===== config.mk =====
export PLATFORM = sky130hd
export DESIGN_NAME = load_store_unit
export DESIGN_NICKNAME = d
export VERILOG_FILES = /design/src/rtl/rv32i_lsu_pkg.sv /design/src/rtl/lsu_load_align.sv /design/src/rtl/load_store_unit.sv
export SDC_FILE = /design/constraint.sdc
export NUM_CORES = 1
export LEC_CHECK = 0
export BUFFER_PORTS_ARGS = -buffer_cell sky130_fd_sc_hd__buf_2
export CAP_MARGIN = 10
export CELL_PAD_IN_SITES_DETAIL_PLACEMENT = 0
export CELL_PAD_IN_SITES_GLOBAL_PLACEMENT = 1
export CORE_ASPECT_RATIO = 0.6
export CORE_UTILIZATION = 37
export DETAILED_ROUTE_END_ITERATION = 7
export GPL_TIMING_DRIVEN = 0
export PLACE_DENSITY_LB_ADDON = 0.1
export SLEW_MARGIN = 20
export SYNTH_ARGS = -nofsm -noshare
export SYNTH_HDL_FRONTEND = slang
export SYNTH_HIERARCHICAL = 1
export SYNTH_SLANG_ARGS = --single-unit

===== constraint.sdc =====
create_clock -name clk -period 3.17 [get_ports clk]
set_input_delay 0 -clock clk [delete_from_list [all_inputs] [get_ports clk]]
set_output_delay 0 -clock clk [all_outputs]
set_load 0.02 [all_outputs]

===== src/rtl/rv32i_lsu_pkg.sv =====
// Shared definitions for the RV32I load/store unit: funct3 encodings,
// FSM state encoding and the access legality rule.
package rv32i_lsu_pkg;

  localparam logic [2:0] F3_B  = 3'b000;
  localparam logic [2:0] F3_H  = 3'b001;
  localparam logic [2:0] F3_W  = 3'b010;
  localparam logic [2:0] F3_BU = 3'b100;
  localparam logic [2:0] F3_HU = 3'b101;

  typedef enum logic [1:0] {
    ST_IDLE   = 2'b00,
    ST_ACCESS = 2'b01,
    ST_RESP   = 2'b10
  } lsu_state_e;

  // Unsigned widths exist only for loads; halves and words must be naturally aligned.
  function automatic logic lsu_legal(input logic [2:0] funct3,
                                     input logic       we,
                                     input logic [1:0] off);
    logic ok;
    case (funct3)
      F3_B:    ok = 1'b1;
      F3_H:    ok = ~off[0];
      F3_W:    ok = (off == 2'b00);
      F3_BU:   ok = ~we;
      F3_HU:   ok = ~we & ~off[0];
      default: ok = 1'b0;
    endcase
    return ok;
  endfunction

endpackage


===== src/rtl/lsu_load_align.sv =====
// Selects the addressed byte/half lane of a memory word and extends it
// to 32 bits according to the load funct3.
module lsu_load_align
  import rv32i_lsu_pkg::*;
(
  input  logic [31:0] word,
  input  logic [1:0]  offset,
  input  logic [2:0]  funct3,
  output logic [31:0] result
);

  logic [31:0] shifted_s;
  logic [7:0]  byte_s;
  logic [15:0] half_s;

  // Lane extraction and sign/zero extension
  always_comb begin
    shifted_s = word >> {offset, 3'b000};
    byte_s    = shifted_s[7:0];
    half_s    = offset[1] ? word[31:16] : word[15:0];
    case (funct3)
      F3_B:    result = {{24{byte_s[7]}}, byte_s};
      F3_BU:   result = {24'h000000, byte_s};
      F3_H:    result = {{16{half_s[15]}}, half_s};
      F3_HU:   result = {16'h0000, half_s};
      F3_W:    result = word;
      default: result = 32'h0000_0000;
    endcase
  end

endmodule


===== src/rtl/load_store_unit.sv =====
// MEM-stage load/store front end: issues one registered memory request per
// legal access, aligns/extends load data and traps illegal accesses.
module load_store_unit
  import rv32i_lsu_pkg::*;
#(
  parameter int ADDR_W = 8
) (
  input  logic              clk,
  input  logic              rst,
  input  logic              lsu_valid,
  input  logic              lsu_we,
  input  logic [2:0]        lsu_funct3,
  input  logic [31:0]       lsu_addr,
  input  logic [31:0]       lsu_wdata,
  output logic              lsu_stall,
  output logic              lsu_done,
  output logic [31:0]       lsu_rdata,
  output logic              lsu_fault,
  output logic              mem_request,
  output logic              mem_we_re,
  output logic [ADDR_W-1:0] mem_address,
  output logic [31:0]       mem_data_in,
  output logic [3:0]        mem_mask,
  input  logic [31:0]       mem_data_out
);

  lsu_state_e        state_q, state_d;
  logic [1:0]        off_q, off_d;
  logic [2:0]        f3_q, f3_d;
  logic              we_q, we_d;
  logic              req_q, req_d;
  logic              mwe_q, mwe_d;
  logic [ADDR_W-1:0] maddr_q, maddr_d;
  logic [31:0]       mdin_q, mdin_d;
  logic [3:0]        mmask_q, mmask_d;
  logic              done_q, done_d;
  logic              fault_q, fault_d;
  logic [31:0]       rdata_q, rdata_d;

  logic              legal_s;
  logic [3:0]        st_mask_s;
  logic [31:0]       st_data_s;
  logic [31:0]       align_s;

  assign legal_s = lsu_legal(lsu_funct3, lsu_we, lsu_addr[1:0]);

  lsu_load_align u_align (
    .word   (mem_data_out),
    .offset (off_q),
    .funct3 (f3_q),
    .result (align_s)
  );

  // Store byte mask and lane-replicated store data
  always_comb begin
    case (lsu_funct3[1:0])
      2'b00: begin
        st_mask_s = 4'b0001 << lsu_addr[1:0];
        st_data_s = {4{lsu_wdata[7:0]}};
      end
      2'b01: begin
        st_mask_s = lsu_addr[1] ? 4'b1100 : 4'b0011;
        st_data_s = {2{lsu_wdata[15:0]}};
      end
      2'b10: begin
        st_mask_s = 4'b1111;
        st_data_s = lsu_wdata;
      end
      default: begin
        st_mask_s = 4'b0000;
        st_data_s = 32'h0000_0000;
      end
    endcase
  end

  // Next-state and next-output computation
  always_comb begin
    state_d = state_q;
    off_d   = off_q;
    f3_d    = f3_q;
    we_d    = we_q;
    req_d   = req_q;
    mwe_d   = mwe_q;
    maddr_d = maddr_q;
    mdin_d  = mdin_q;
    mmask_d = mmask_q;
    rdata_d = rdata_q;
    done_d  = 1'b0;
    fault_d = 1'b0;
    case (state_q)
      ST_IDLE: begin
        if (lsu_valid && legal_s) begin
          state_d = ST_ACCESS;
          off_d   = lsu_addr[1:0];
          f3_d    = lsu_funct3;
          we_d    = lsu_we;
          req_d   = 1'b1;
          mwe_d   = lsu_we;
          maddr_d = lsu_addr[ADDR_W+1:2];
          mdin_d  = lsu_we ? st_data_s : 32'h0000_0000;
          mmask_d = lsu_we ? st_mask_s : 4'b0000;
        end else if (lsu_valid) begin
          fault_d = 1'b1;
        end else begin
          state_d = ST_IDLE;
        end
      end
      ST_ACCESS: begin
        req_d   = 1'b0;
        mwe_d   = 1'b0;
        mdin_d  = 32'h0000_0000;
        mmask_d = 4'b0000;
        if (we_q) begin
          state_d = ST_IDLE;
          done_d  = 1'b1;
        end else begin
          state_d = ST_RESP;
        end
      end
      ST_RESP: begin
        rdata_d = align_s;
        done_d  = 1'b1;
        state_d = ST_IDLE;
      end
      default: state_d = ST_IDLE;
    endcase
  end

  // State and registered outputs; async reset also kills an in-flight request
  always_ff @(posedge clk or posedge rst) begin
    if (rst) begin
      state_q <= ST_IDLE;
      off_q   <= 2'b00;
      f3_q    <= 3'b000;
      we_q    <= 1'b0;
      req_q   <= 1'b0;
      mwe_q   <= 1'b0;
      maddr_q <= {ADDR_W{1'b0}};
      mdin_q  <= 32'h0000_0000;
      mmask_q <= 4'b0000;
      done_q  <= 1'b0;
      fault_q <= 1'b0;
      rdata_q <= 32'h0000_0000;
    end else begin
      state_q <= state_d;
      off_q   <= off_d;
      f3_q    <= f3_d;
      we_q    <= we_d;
      req_q   <= req_d;
      mwe_q   <= mwe_d;
      maddr_q <= maddr_d;
      mdin_q  <= mdin_d;
      mmask_q <= mmask_d;
      done_q  <= done_d;
      fault_q <= fault_d;
      rdata_q <= rdata_d;
    end
  end

  assign lsu_stall   = (state_q == ST_IDLE) ? (lsu_valid & legal_s) : 1'b1;
  assign lsu_done    = done_q;
  assign lsu_fault   = fault_q;
  assign lsu_rdata   = rdata_q;
  assign mem_request = req_q;
  assign mem_we_re   = mwe_q;
  assign mem_address = maddr_q;
  assign mem_data_in = mdin_q;
  assign mem_mask    = mmask_q;

endmodule


Word-level counts from Yosys, hierarchy flattened
Cells that the tools add are included.
{"block": "op_classes", "n_eq_ne": 14, "shifts": 2, "mux": 26, "bitwise_logic": 4, "n_reduce_logical": 9}
{"cell": "$pmux 32 s5", "count": 1}
{"cell": "$pmux 32 s3", "count": 1}
{"cell": "$mux 32", "count": 2}
{"cell": "$pmux 32 s2", "count": 1}
{"cell": "$shr 32x5->8", "count": 1}
{"cell": "$mux 16", "count": 1}
{"cell": "$eq 3x3->1 const B", "count": 4}
{"cell": "$mux 4", "count": 3}
{"cell": "$pmux 4 s3", "count": 1}
{"cell": "$pmux 4 s2", "count": 1}
{"cell": "$mux 1", "count": 7}
{"cell": "$eq 3x1->1 const B", "count": 2}
{"cell": "$eq 3x2->1 const B", "count": 2}
{"cell": "$logic_not 2->1", "count": 3}
{"cell": "$logic_not 3->1", "count": 2}
{"cell": "$mux 2", "count": 3}
{"cell": "$pmux 1 s2", "count": 3}
{"cell": "$pmux 1 s5", "count": 1}
{"cell": "$eq 2x1->1 const B", "count": 2}
{"cell": "$eq 2x2->1 const B", "count": 2}
{"cell": "$pmux 2 s2", "count": 1}
{"cell": "$reduce_and 2->1", "count": 2}
{"cell": "$shl 1x2->4 const A", "count": 1}
{"cell": "$ne 3x3->1 const B", "count": 1}
{"cell": "5 further kinds", "count": 7}
{"block": "totals", "ff_bits": 88, "output_inout_bits": 81, "elab_cells": 67}

Longest topological paths before layout
Gate-level depths: netlist of run 1.
{"block": "logic_depth", "depth_word": 6, "ltp_mapped": 9, "ltp_nobuf": 6}

Modules after synthesis
The synthesis of run 1 kept the hierarchy.
{"module": "load_store_unit", "instances": 1, "cells_per_inst": 351, "area_per_inst_um2": 3988.8, "seq_area_each_um2": 2202.1}
{"module": "lsu_load_align", "instances": 1, "cells_per_inst": 111, "area_per_inst_um2": 822.0, "seq_area_each_um2": 0.0}

Worst setup path before layout of run 1
OpenSTA, ideal clock, no wires.
{"block": "synth_path", "kind": "register to register", "startpoint": "register state_q[0]", "endpoint": "register mmask_q[2] (netlist: mem_mask[2])", "arrival_ns": 1.704, "t_required_ns": 3.078, "path_slack_ns": 1.374, "path_stages_with_launch": 10, "n_path_buf": 3, "period_less_slack_ns": 1.796, "cell_sequence": "dfrtp_1 inv_1 ha_1 clkbuf_1 nand2_1 a21o_1 buf_6 and2_4 buf_6 o31ai_2"}
{"block": "synth_via", "elab_chain_len": 3}
{"item": "start: declaration", "line": "load_store_unit.sv:27", "source": "lsu_state_e state_q, state_d;"}
{"item": "start signal: assignment", "line": "load_store_unit.sv:145", "source": "state_q <= state_d;"}
{"item": "$eq 2x1->1 or $logic_not 2->1 (tied branches)", "line": "load_store_unit.sv:90", "source": "case (state_q)"}
{"item": "$reduce_bool 2->1 (no line) or $ne 2x2->1 (tied branches)"}
{"item": "$reduce_and 2->1 (no line)"}
{"item": "end signal: assignment", "line": "load_store_unit.sv:153", "source": "mmask_q <= mmask_d;"}
{"item": "end: declaration", "line": "load_store_unit.sv:35", "source": "logic [3:0] mmask_q, mmask_d;"}
Parallel ways exist; a longest one is shown, timed or not.
A chain may end at the register's enable or synchronous reset.

Worst setup path after layout of run 1
{"block": "layout_path", "startpoint": "register state_q[1]", "endpoint": "register mmask_q[1] (netlist: mem_mask[1])"}
Same word-level chain as after synthesis.

==> results of run 1 <==
-- how the worst max path moves through the flow --
stage                            from                        end  slack, ns  cells after the start
6_report       state_q[1]$_DFFE_PP0P_    mem_mask[1]$_DFFE_PP0P_       1.00                      8
5_1_grt        state_q[1]$_DFFE_PP0P_    mem_mask[1]$_DFFE_PP0P_       0.71                      8
4_1_cts        state_q[1]$_DFFE_PP0P_    mem_mask[1]$_DFFE_PP0P_       0.98                      8
3_5_place_dp   state_q[1]$_DFFE_PP0P_    mem_mask[3]$_DFFE_PP0P_       1.00                      8
3_3_place_gp                      rst  lsu_rdata[29]$_DFFE_PP0P_      -0.29                      2
2_1_floorplan                     rst        f3_q[0]$_DFFE_PP0P_       0.89                      1
-- logic make-up (layout without fill, tap and decap cells) --
logic type | after synthesis | after routing
buffers and inverters | 47 | 252
adders and majority gates | 3 | 3
muxes | 73 | 73
DFF | 88 | 88
AOI/OAI and AO/OA | 118 | 118
and+or+nand+nor | 133 | 133
-- layout by cell type (no fill, tap or decap), types with 16 or more instances in the layout --
cell type,Yosys,final
mux2_2,49,49
dlygate4sd3_1,0,28
nand3_1,48,48
o211ai_1,16,16
clkbuf_1,16,16
buf_2,12,173
o21ai_0,36,36
mux2i_1,21,21
a21oi_1,18,18
nor2b_1,16,16
nand2_1,34,34
dfrtp_1,88,88
-- through the flow --
step                setup slack (ns)  hold WS (ns)  std cells
finish                          1.00        0.0306        832
global placement              -0.293         0.232        788
detailed placement              1.00      -0.00614        789
global route                   0.714        0.0459        832
floorplan                      0.891         0.127        462
CTS                            0.984       0.00889        832
-- flip-flops by register name, summed over array words and instances, names as in the netlist --
signal,count
mem_mask,4
we_q,1
mem_data_in,32
mem_request,1
lsu_fault,1
lsu_done,1
off_q,2
lsu_rdata,32
state_q,2
mem_we_re,1
mem_address,8
f3_q,3
-- area by class of cell --
class / count / area share
multi-input combinational: 327 / 0.365
sequential: 88 / 0.342
timing repair buffer: 190 / 0.173
clock buffer: 11 / 0.0392
buffer: 42 / 0.0373
tap: 165 / 0.0320
clock inverter: 4 / 0.00835
inverter: 5 / 0.00369
-- worst max-delay path, cell delays in order (launching register included) --
cell and delay (ns):
dfrtp_1 0.35, inv_1 0.07, ha_1 0.19, clkbuf_1 0.25
nor2b_1 0.37, and2_1 0.18, buf_1 0.35, o21ai_0 0.19
o21ai_1 0.15
-- layer usage --
metal | wire length (um) | vias to the layer above | global-route usage
met2 | 5700 | 177 | 0.300
met3 | 1330 | 10 | 0.0561
li1 | - | 2100 | -
met4 | 81 | 0 | 0.0400
met5 | 0 | - | 0
met1 | 8010 | 2144 | 0.385
-- where the power goes --
| group | switching, mW | leakage (nW) | internal (mW) |
|---|---|---|---|
| combinational | 1.34 | 1.80 | 0.919 |
| clock | 0.435 | 0.144 | 0.651 |
| sequential | 0.205 | 1.14 | 1.49 |
| total | 1.98 | 3.08 | 3.06 |
==> flow_summary.json, run 1 <==
{
  "io_pins": 184,
  "ant_nets": 0,
  "yosys.area.top_type": "dfrtp_1",
  "synth_cell_type_count": 45,
  "yosysMostFrequentCell": "dfrtp_1",
  "port_buffers": 161,
  "worstPathRequired_ns": 3.43,
  "rr_endpoint": "mem_mask[1]$_DFFE_PP0P_",
  "syn-num-nets": 568,
  "gr-total-overflow": 0,
  "synth-xor-area-share": 0,
  "setup_viol": 0,
  "worstPathArrival_ns": 2.43,
  "remaining_drc_errors": 0,
  "antenna_found_initial": 1,
  "initial_core_util": 0.389,
  "final_nets": 769,
  "placedInstanceArea_um2": 5860,
  "r2r-start": "state_q[1]$_DFFE_PP0P_",
  "pwr_density_cell_nw_per_um2": 782,
  "synth_compound_area_frac": 0.163,
  "status": "finished clean",
  "path_class": "flop to flop",
  "vias": 4431,
  "cts_sinks": 88,
  "synth_commonest_cells": "88 x dfrtp_1, 49 x mux2_2, 48 x nand3_1, 36 x o21ai_0, 34 x nand2_1",
  "holdBufCountCts": 28,
  "design_area_um2": 6440,
  "end_kind": "flop",
  "register_area_um2": 2200,
  "first_iter_violations": 314,
  "timing.final.crit_share": 0.684,
  "post_drt_via_cell_ratio": 5.33,
  "clk_latency_ns": 0.33,
  "finalSetupTns_ns": 0,
  "synthSimpleGateAreaFrac": 0.146,
  "multi_input_area_um2": 2350,
  "hold_path_end": "off_q[1]$_DFFE_PP0P_",
  "synth_edf_count": 0,
  "hp-class": "primary input to flop",
  "drt_first_pass_iters": 5,
  "coreArea_um2": 12400,
  "grt_max_degree": 61,
  "tritoncts": "built",
  "synthTopCellsByArea": "dfrtp_1 46%, mux2_2 11%, nand3_1 5.0%",
  "maxCapViolations": 0,
  "finClkSkew_ns": 0.00317,
  "clock-root-buffer": "clkbuf_16",
  "rrSetupSlack_ns": 1.00,
  "ys_seq_elements": 88,
  "worst_pin_slew_ns": 0.770,
  "drv_slew": 0,
  "drive_gt1_frac": 0.385,
  "grt_usage": 0.234,
  "die_x_um": 149,
  "max_freq_mhz": 461,
  "syn_to_final_growth_pct": 33.9,
  "yosysWarnings": 6,
  "fill_cells": 1167,
  "rsz0062_at_grt": "no",
  "r2r_cells": 8,
  "utilization": 0.521,
  "diodes": 0,
  "start_kind": "flop",
  "seq_area_frac_synth": 0.458,
  "hold_viol": 0,
  "async_reset_ff_frac": 1.00,
  "grt_pass1_vias": 4323,
  "total_power_mw": 5.04,
  "irDropWorstVdd_mv": 0.386,
  "hold_start": "lsu_addr[1]",
  "rows": 31,
  "gp_congestion": 0.861,
  "cp_max_fo": 10,
  "wl_per_cell_um": 18.2,
  "synthMuxAreaShare": 0.172,
  "htree_num_levels": 3,
  "dieArea_um2": 13500,
  "clock_path_buffers": 2,
  "p_leak_nw": 3.08,
  "syn_area_um2": 4810,
  "numCtsBuffers": 9,
  "grt_pass1_wl_um": 23900,
  "die_y_um": 90.3,
  "finalWirelength_um": 15100,
  "clk_pin_slew_ns": 0.06,
  "ctsResizeCount": 0,
  "finalCriticalPeriod_ns": 2.17,
  "post_cts_buffers": 0,
  "ys.flop_type": "dfrtp_1",
  "yosysTopAreaCellShare": 0.458,
  "netlist_instances": 462,
  "synth_top_family_by_area": "multiplexers",
  "dp_hpwl_um": 11800,
  "holdPathStages": 3,
  "synth_fa_ha_area_frac": 0.00780,
  "relSlewSlack": 0.486,
  "synth_area_per_cell_um2": 10.4
}
(Power assumes the default switching activity.)
==> run 2, diff against run 1 <==
--- a/config.mk
+++ b/config.mk
@@ -5,12 +5,13 @@
 export SDC_FILE = /design/constraint.sdc
 export NUM_CORES = 1
 export LEC_CHECK = 0
+export ABC_AREA = 1
 export BUFFER_PORTS_ARGS = -buffer_cell sky130_fd_sc_hd__buf_2
 export CAP_MARGIN = 10
 export CELL_PAD_IN_SITES_DETAIL_PLACEMENT = 0
 export CELL_PAD_IN_SITES_GLOBAL_PLACEMENT = 1
 export CORE_ASPECT_RATIO = 0.6
-export CORE_UTILIZATION = 37
+export CORE_UTILIZATION = 31
 export DETAILED_ROUTE_END_ITERATION = 7
 export GPL_TIMING_DRIVEN = 0
 export PLACE_DENSITY_LB_ADDON = 0.1
==> constraint.sdc (replaced) <==
create_clock -name clk -period 1.75 [get_ports clk]
set_input_delay 0 -clock clk [delete_from_list [all_inputs] [get_ports clk]]
set_output_delay 0 -clock clk [all_outputs]
set_load 0.02 [all_outputs]
==> run 2 against run 1 <==
Effect of this change:
- sequential cell count unchanged
- final cell count rose by 39%
- setup slack worse by 0.97 ns
- combinational power grew 79%
- die area rose by 25%
==> flow_summary.json, run 2 <==
{
  "ys_seq_elements": 88,
  "ant_nets": 0,
  "finalCriticalPeriod_ns": 1.72,
  "synthTopCellsByArea": "dfrtp_1 44%, nand2_1 28%, nand3_1 8.4%",
  "gr-total-overflow": 0,
  "finClkSkew_ns": 0.00975,
  "finalWirelength_um": 17500,
  "hold_path_end": "mem_data_in[6]$_DFFE_PP0P_",
  "final_common_cell": "nand2_1",
  "final_nets": 1055,
  "synth_cell_type_count": 24,
  "clk_pin_slew_ns": 0.07,
  "drv_slew": 0,
  "status": "finished clean",
  "ys.flop_type": "dfrtp_1",
  "setup_viol": 0,
  "wl_per_cell_um": 15.1,
  "clock-root-buffer": "clkbuf_16",
  "clock_path_buffers": 2,
  "synth_commonest_cells": "373 x nand2_1, 88 x dfrtp_1, 85 x nand3_1, 64 x inv_1, 61 x nor2_1",
  "die_y_um": 101,
  "synth_area_per_cell_um2": 6.65,
  "rows": 35,
  "irDropWorstVdd_mv": 0.748,
  "tritoncts": "built",
  "r2r-start": "state_q[0]$_DFFE_PP0P_",
  "vias": 5304,
  "syn-num-nets": 866,
  "die_x_um": 167,
  "initial_core_util": 0.323,
  "path_class": "flop to flop",
  "async_reset_ff_frac": 1.00,
  "yosys.area.top_type": "dfrtp_1",
  "grt_pass1_wl_um": 27700,
  "worstPathArrival_ns": 1.99,
  "timing.final.crit_share": 0.982,
  "dp_hpwl_um": 14000,
  "netlist_instances": 760,
  "gp_congestion": 0.859,
  "first_iter_violations": 368,
  "coreArea_um2": 15600,
  "yosysWarnings": 6,
  "syn_to_final_growth_pct": 33.4,
  "numCtsBuffers": 9,
  "seq_area_frac_synth": 0.436,
  "remaining_drc_errors": 0,
  "yosysTopAreaCellShare": 0.436,
  "mostFrequentLayoutCells": "372 x nand2_1, 171 x buf_2, 88 x dfrtp_1, 85 x nand3_1, 61 x inv_1",
  "grt_pass1_vias": 5117,
  "port_buffers": 160,
  "max_freq_mhz": 582,
  "grt_usage": 0.215,
  "drt_first_pass_iters": 5,
  "hold_viol": 0,
  "total_power_mw": 9.34,
  "hp-class": "primary input to flop",
  "rsz0062_at_grt": "yes",
  "post_drt_via_cell_ratio": 4.58,
  "diodes": 0,
  "htree_num_levels": 3,
  "pwr_density_cell_nw_per_um2": 1390,
  "io_pins": 184,
  "relSlewSlack": 0.606,
  "holdPathStages": 5,
  "clk_latency_ns": 0.34,
  "synth_edf_count": 0,
  "rrSetupSlack_ns": 0.03,
  "yosysMostFrequentCell": "nand2_1",
  "worstPathRequired_ns": 2.03,
  "drive_gt1_frac": 0.245,
  "r2r_cells": 5,
  "dieArea_um2": 16800,
  "worst_pin_slew_ns": 0.591,
  "start_kind": "flop",
  "antenna_found_initial": 0,
  "rr_endpoint": "lsu_rdata[17]$_DFFE_PP0P_",
  "grt_max_degree": 30,
  "end_kind": "flop",
  "p_leak_nw": 4.07,
  "cts_sinks": 88,
  "hold_start": "lsu_wdata[6]",
  "maxCapViolations": 0,
  "cp_max_fo": 10,
  "syn_area_um2": 5050,
  "utilization": 0.431
}
-- run 2: worst max path at each step --
stage	depth (start not counted)	slack [ns]	endpoint	from
6_report	5	0.03	lsu_rdata[17]$_DFFE_PP0P_	state_q[0]$_DFFE_PP0P_
3_5_place_dp	9	-0.16	mem_mask[1]$_DFFE_PP0P_	state_q[1]$_DFFE_PP0P_
2_1_floorplan	9	0.11	mem_data_in[0]$_DFFE_PP0P_	state_q[1]$_DFFE_PP0P_
5_1_grt	9	-0.002	mem_data_in[12]$_DFFE_PP0P_	state_q[1]$_DFFE_PP0P_
3_3_place_gp	9	-0.12	mem_mask[1]$_DFFE_PP0P_	state_q[1]$_DFFE_PP0P_
4_1_cts	9	0.02	mem_mask[1]$_DFFE_PP0P_	state_q[1]$_DFFE_PP0P_
-- run 2: per-stage QoR --
| stage | worst slack, ns | std cells | TNS (ns) | cell area, um2 | hold WS (ns) |
|---|---|---|---|---|---|
| 3_5_place_dp | -0.159 | 1126 | -2.78 | 6190 | 0.0549 |
| 6_report | 0.0313 | 1157 | 0 | 6740 | 0.0174 |
| 4_1_cts | 0.0158 | 1155 | 0 | 6680 | 0.00333 |
| 3_3_place_gp | -0.121 | 1123 | -2.02 | 6110 | 0.203 |
| 2_1_floorplan | 0.113 | 760 | 0 | 5060 | 0.110 |
| 5_1_grt | -0.00171 | 1157 | -0.00171 | 6740 | 0.0295 |
-- run 2: cell families (layout without fill, tap and decap cells) --
logic type                 after synthesis  count (layout)  share of synthesized area
AOI/OAI and AO/OA                       32              32                     0.0322
DFF                                     88              88                      0.436
adders and majority gates                3               3                    0.00743
buffers and inverters                  106             300                     0.0966
and+or+nand+nor                        531             531                      0.428
-- run 2: power breakdown --
part	internal, mW	switching [mW]
combinational	1.34	2.71
clock	1.31	0.875
sequential	2.70	0.401
-- run 2: layer usage --
metal,vias up,wire [um],global-route usage
li1,2703,-,-
met1,2435,10100,0.358
met2,159,6200,0.273
met3,7,1070,0.0455
met4,0,99,0.0377
met5,-,0,0
-- run 2: final cells by class --
cell class	count	area, um2
plain buffers	38	265
clock inverters	6	97.6
multi-input cells	566	2400
inverters	67	258
well taps	203	254
repair buffers	179	1030
fillers	1657	8890
clock buffers	10	239
flip-flops and latches	88	2200
-- run 2: worst max-delay path, cell delays in order (launching register included) --
cell,delay (ns)
dfrtp_1,0.39
inv_1,0.10
ha_1,0.36
clkbuf_1,0.51
nand2_1,0.18
nand2_1,0.11
-- run 2: repair_timing --
action | 4_1_cts | 5_1_grt
buffers inserted | 0 | 2
setup endpoints to repair | 66 | 71
gates resized for setup | 8 | 23
hold buffers | 14 | 0
pin swaps | 0 | 1
endpoints found under the hold margin | 27 | 0
==> run 3, diff against run 2 <==
--- a/config.mk
+++ b/config.mk
@@ -14,7 +14,7 @@
 export CORE_UTILIZATION = 31
 export DETAILED_ROUTE_END_ITERATION = 7
 export GPL_TIMING_DRIVEN = 0
-export PLACE_DENSITY_LB_ADDON = 0.1
+export PLACE_DENSITY = 0.79
 export SLEW_MARGIN = 20
 export SYNTH_ARGS = -nofsm -noshare
 export SYNTH_HDL_FRONTEND = slang
==> run 3 against run 2 <==
Effect of this change:
- sequential share of layout area barely moved
- clock power grew 3%
- total power grew 0.40%
- combinational power is essentially flat
- final cell count unchanged
- register-to-register slack better by 0.08 ns
- via count increased by 0.51%
- largest cell class unchanged
- largest power group unchanged
==> flow_summary.json, run 3 (synthesis gave the netlist of run 2 again) <==
{
  "r2r_cells": 9,
  "die_x_um": 167,
  "placedInstanceArea_um2": 6190,
  "dp_hpwl_um": 13500,
  "syn_to_final_growth_pct": 33.5,
  "rr_endpoint": "mem_mask[2]$_DFFE_PP0P_",
  "p_leak_nw": 4.08,
  "critPathMaxStageDelay_ns": 0.39,
  "clk_pin_slew_ns": 0.07,
  "worst_pin_slew_ns": 0.573,
  "die_y_um": 101,
  "maxCapViolations": 0,
  "rrSetupSlack_ns": 0.11,
  "drt_first_pass_iters": 5,
  "clock-root-buffer": "clkbuf_16",
  "r2r-start": "state_q[1]$_DFFE_PP0P_",
  "hold_path_end": "lsu_rdata[5]$_DFFE_PP0P_",
  "grt_max_degree": 25,
  "dieArea_um2": 16800,
  "port_buffers": 160,
  "cts_sinks": 88,
  "drv_slew": 0,
  "worstPathArrival_ns": 1.86,
  "max_freq_mhz": 611,
  "grt_usage": 0.211,
  "finalCriticalPeriod_ns": 1.64,
  "mostFrequentLayoutCells": "372 x nand2_1, 170 x buf_2, 88 x dfrtp_1, 85 x nand3_1, 61 x inv_1",
  "rsz0062_at_grt": "yes",
  "clock_path_buffers": 2,
  "end_kind": "flop",
  "utilization": 0.432,
  "numCtsBuffers": 9,
  "remaining_drc_errors": 0,
  "grt_pass1_wl_um": 27200,
  "post_drt_via_cell_ratio": 4.61,
  "final_nets": 1056,
  "timing.final.crit_share": 0.935,
  "drive_gt1_frac": 0.244,
  "finClkSkew_ns": 0.0165,
  "grt_pass1_vias": 4859,
  "clk_latency_ns": 0.34,
  "final_common_cell": "nand2_1",
  "status": "finished clean",
  "finalSetupTns_ns": 0,
  "antenna_found_initial": 1,
  "worstPathRequired_ns": 1.98,
  "holdPathStages": 5,
  "irDropWorstVdd_mv": 0.442,
  "gp_congestion": 0.904,
  "hp-class": "primary input to flop",
  "pwr_density_cell_nw_per_um2": 1390,
  "tritoncts": "built",
  "rows": 35,
  "gr-total-overflow": 0,
  "hold_start": "mem_data_out[5]",
  "crit_chain": "inv_2 > ha_1 > buf_6 > inv_2 > or2_4 > buf_8 > buf_4 > nand3_1 > nand2_1",
  "cp_max_fo": 10,
  "start_kind": "flop",
  "setup_viol": 0,
  "coreArea_um2": 15600,
  "diodes": 0,
  "hold_viol": 0,
  "finalWirelength_um": 17000,
  "cpMostUsedCell": "inv_2",
  "vias": 5331,
  "io_pins": 184,
  "wl_per_cell_um": 14.7,
  "ant_nets": 0,
  "relSlewSlack": 0.617,
  "design_area_um2": 6750,
  "htree_num_levels": 3,
  "initial_core_util": 0.323,
  "path_class": "flop to flop",
  "first_iter_violations": 410,
  "crit_path_top_delay_cell": "dfrtp_1"
}
==> run 3: final cells by class <==
type                            count  area [um2]
Tap cell                          203         254
Inverter                           67         258
Buffer                             38         263
Multi-Input combinational cell    566        2390
Clock buffer                        9         225
Timing Repair Buffer              180        1040
Fill cell                        1687        8880
Sequential cell                    88        2200
Clock inverter                      6         118
==> run 3: report_power, final <==
part | switching [mW] | leakage (nW) | total [mW] | internal, mW
clock network | 0.857 | 0.164 | 2.26 | 1.40
logic | 2.67 | 2.77 | 4.02 | 1.34
registers | 0.405 | 1.15 | 3.11 | 2.70
==> run 3: routing by layer <==
metal,vias up,share of wire,GRT usage
met5,-,0.00047,0
met4,2,0.0023,0.0285
met3,4,0.080,0.0542
met2,185,0.34,0.249
met1,2433,0.57,0.361
li1,2707,-,-
==> run 3: worst max-delay path: cells and delay by family, from the launching register on <==
kind | cells | cell delay (ns)
and+or+nand+nor | 3 | 0.40
buffers and inverters | 5 | 0.58
adders and majority gates | 1 | 0.15
DFF | 1 | 0.39
==> run 3: worst max path at each step <==
stage                                start                    endpoint  slack [ns]  cells after the start
floorplan           state_q[1]$_DFFE_PP0P_  mem_data_in[0]$_DFFE_PP0P_        0.11                      9
global placement    state_q[1]$_DFFE_PP0P_     mem_mask[1]$_DFFE_PP0P_       -0.26                      9
detailed placement  state_q[1]$_DFFE_PP0P_     mem_mask[1]$_DFFE_PP0P_       -0.21                      9
CTS                 state_q[1]$_DFFE_PP0P_  mem_data_in[7]$_DFFE_PP0P_        0.02                      9
global route        state_q[0]$_DFFE_PP0P_  mem_data_in[1]$_DFFE_PP0P_       -0.02                      9
finish              state_q[1]$_DFFE_PP0P_     mem_mask[2]$_DFFE_PP0P_        0.11                      9
==> run 3: what timing repair did <==
item                                   4_1_cts  5_1_grt
hold buffers                                14        0
resized for setup                           11       17
pin swaps                                    0        1
setup buffers                                0        3
setup endpoints to repair                   62       73
endpoints found under the hold margin       36        0
==> run 3: metrics by stage <==
stage	power [mW]	cells	setup slack [ns]	hold WS, ns
final	9.38	1157	0.113	0.0274
after global routing	10.1	1157	-0.0244	0.0435
after CTS	9.43	1154	0.0165	0.00474
after detailed placement	7.08	1126	-0.212	0.0857
after global placement	7.04	1123	-0.256	0.207
after floorplan	5.66	760	0.113	0.110
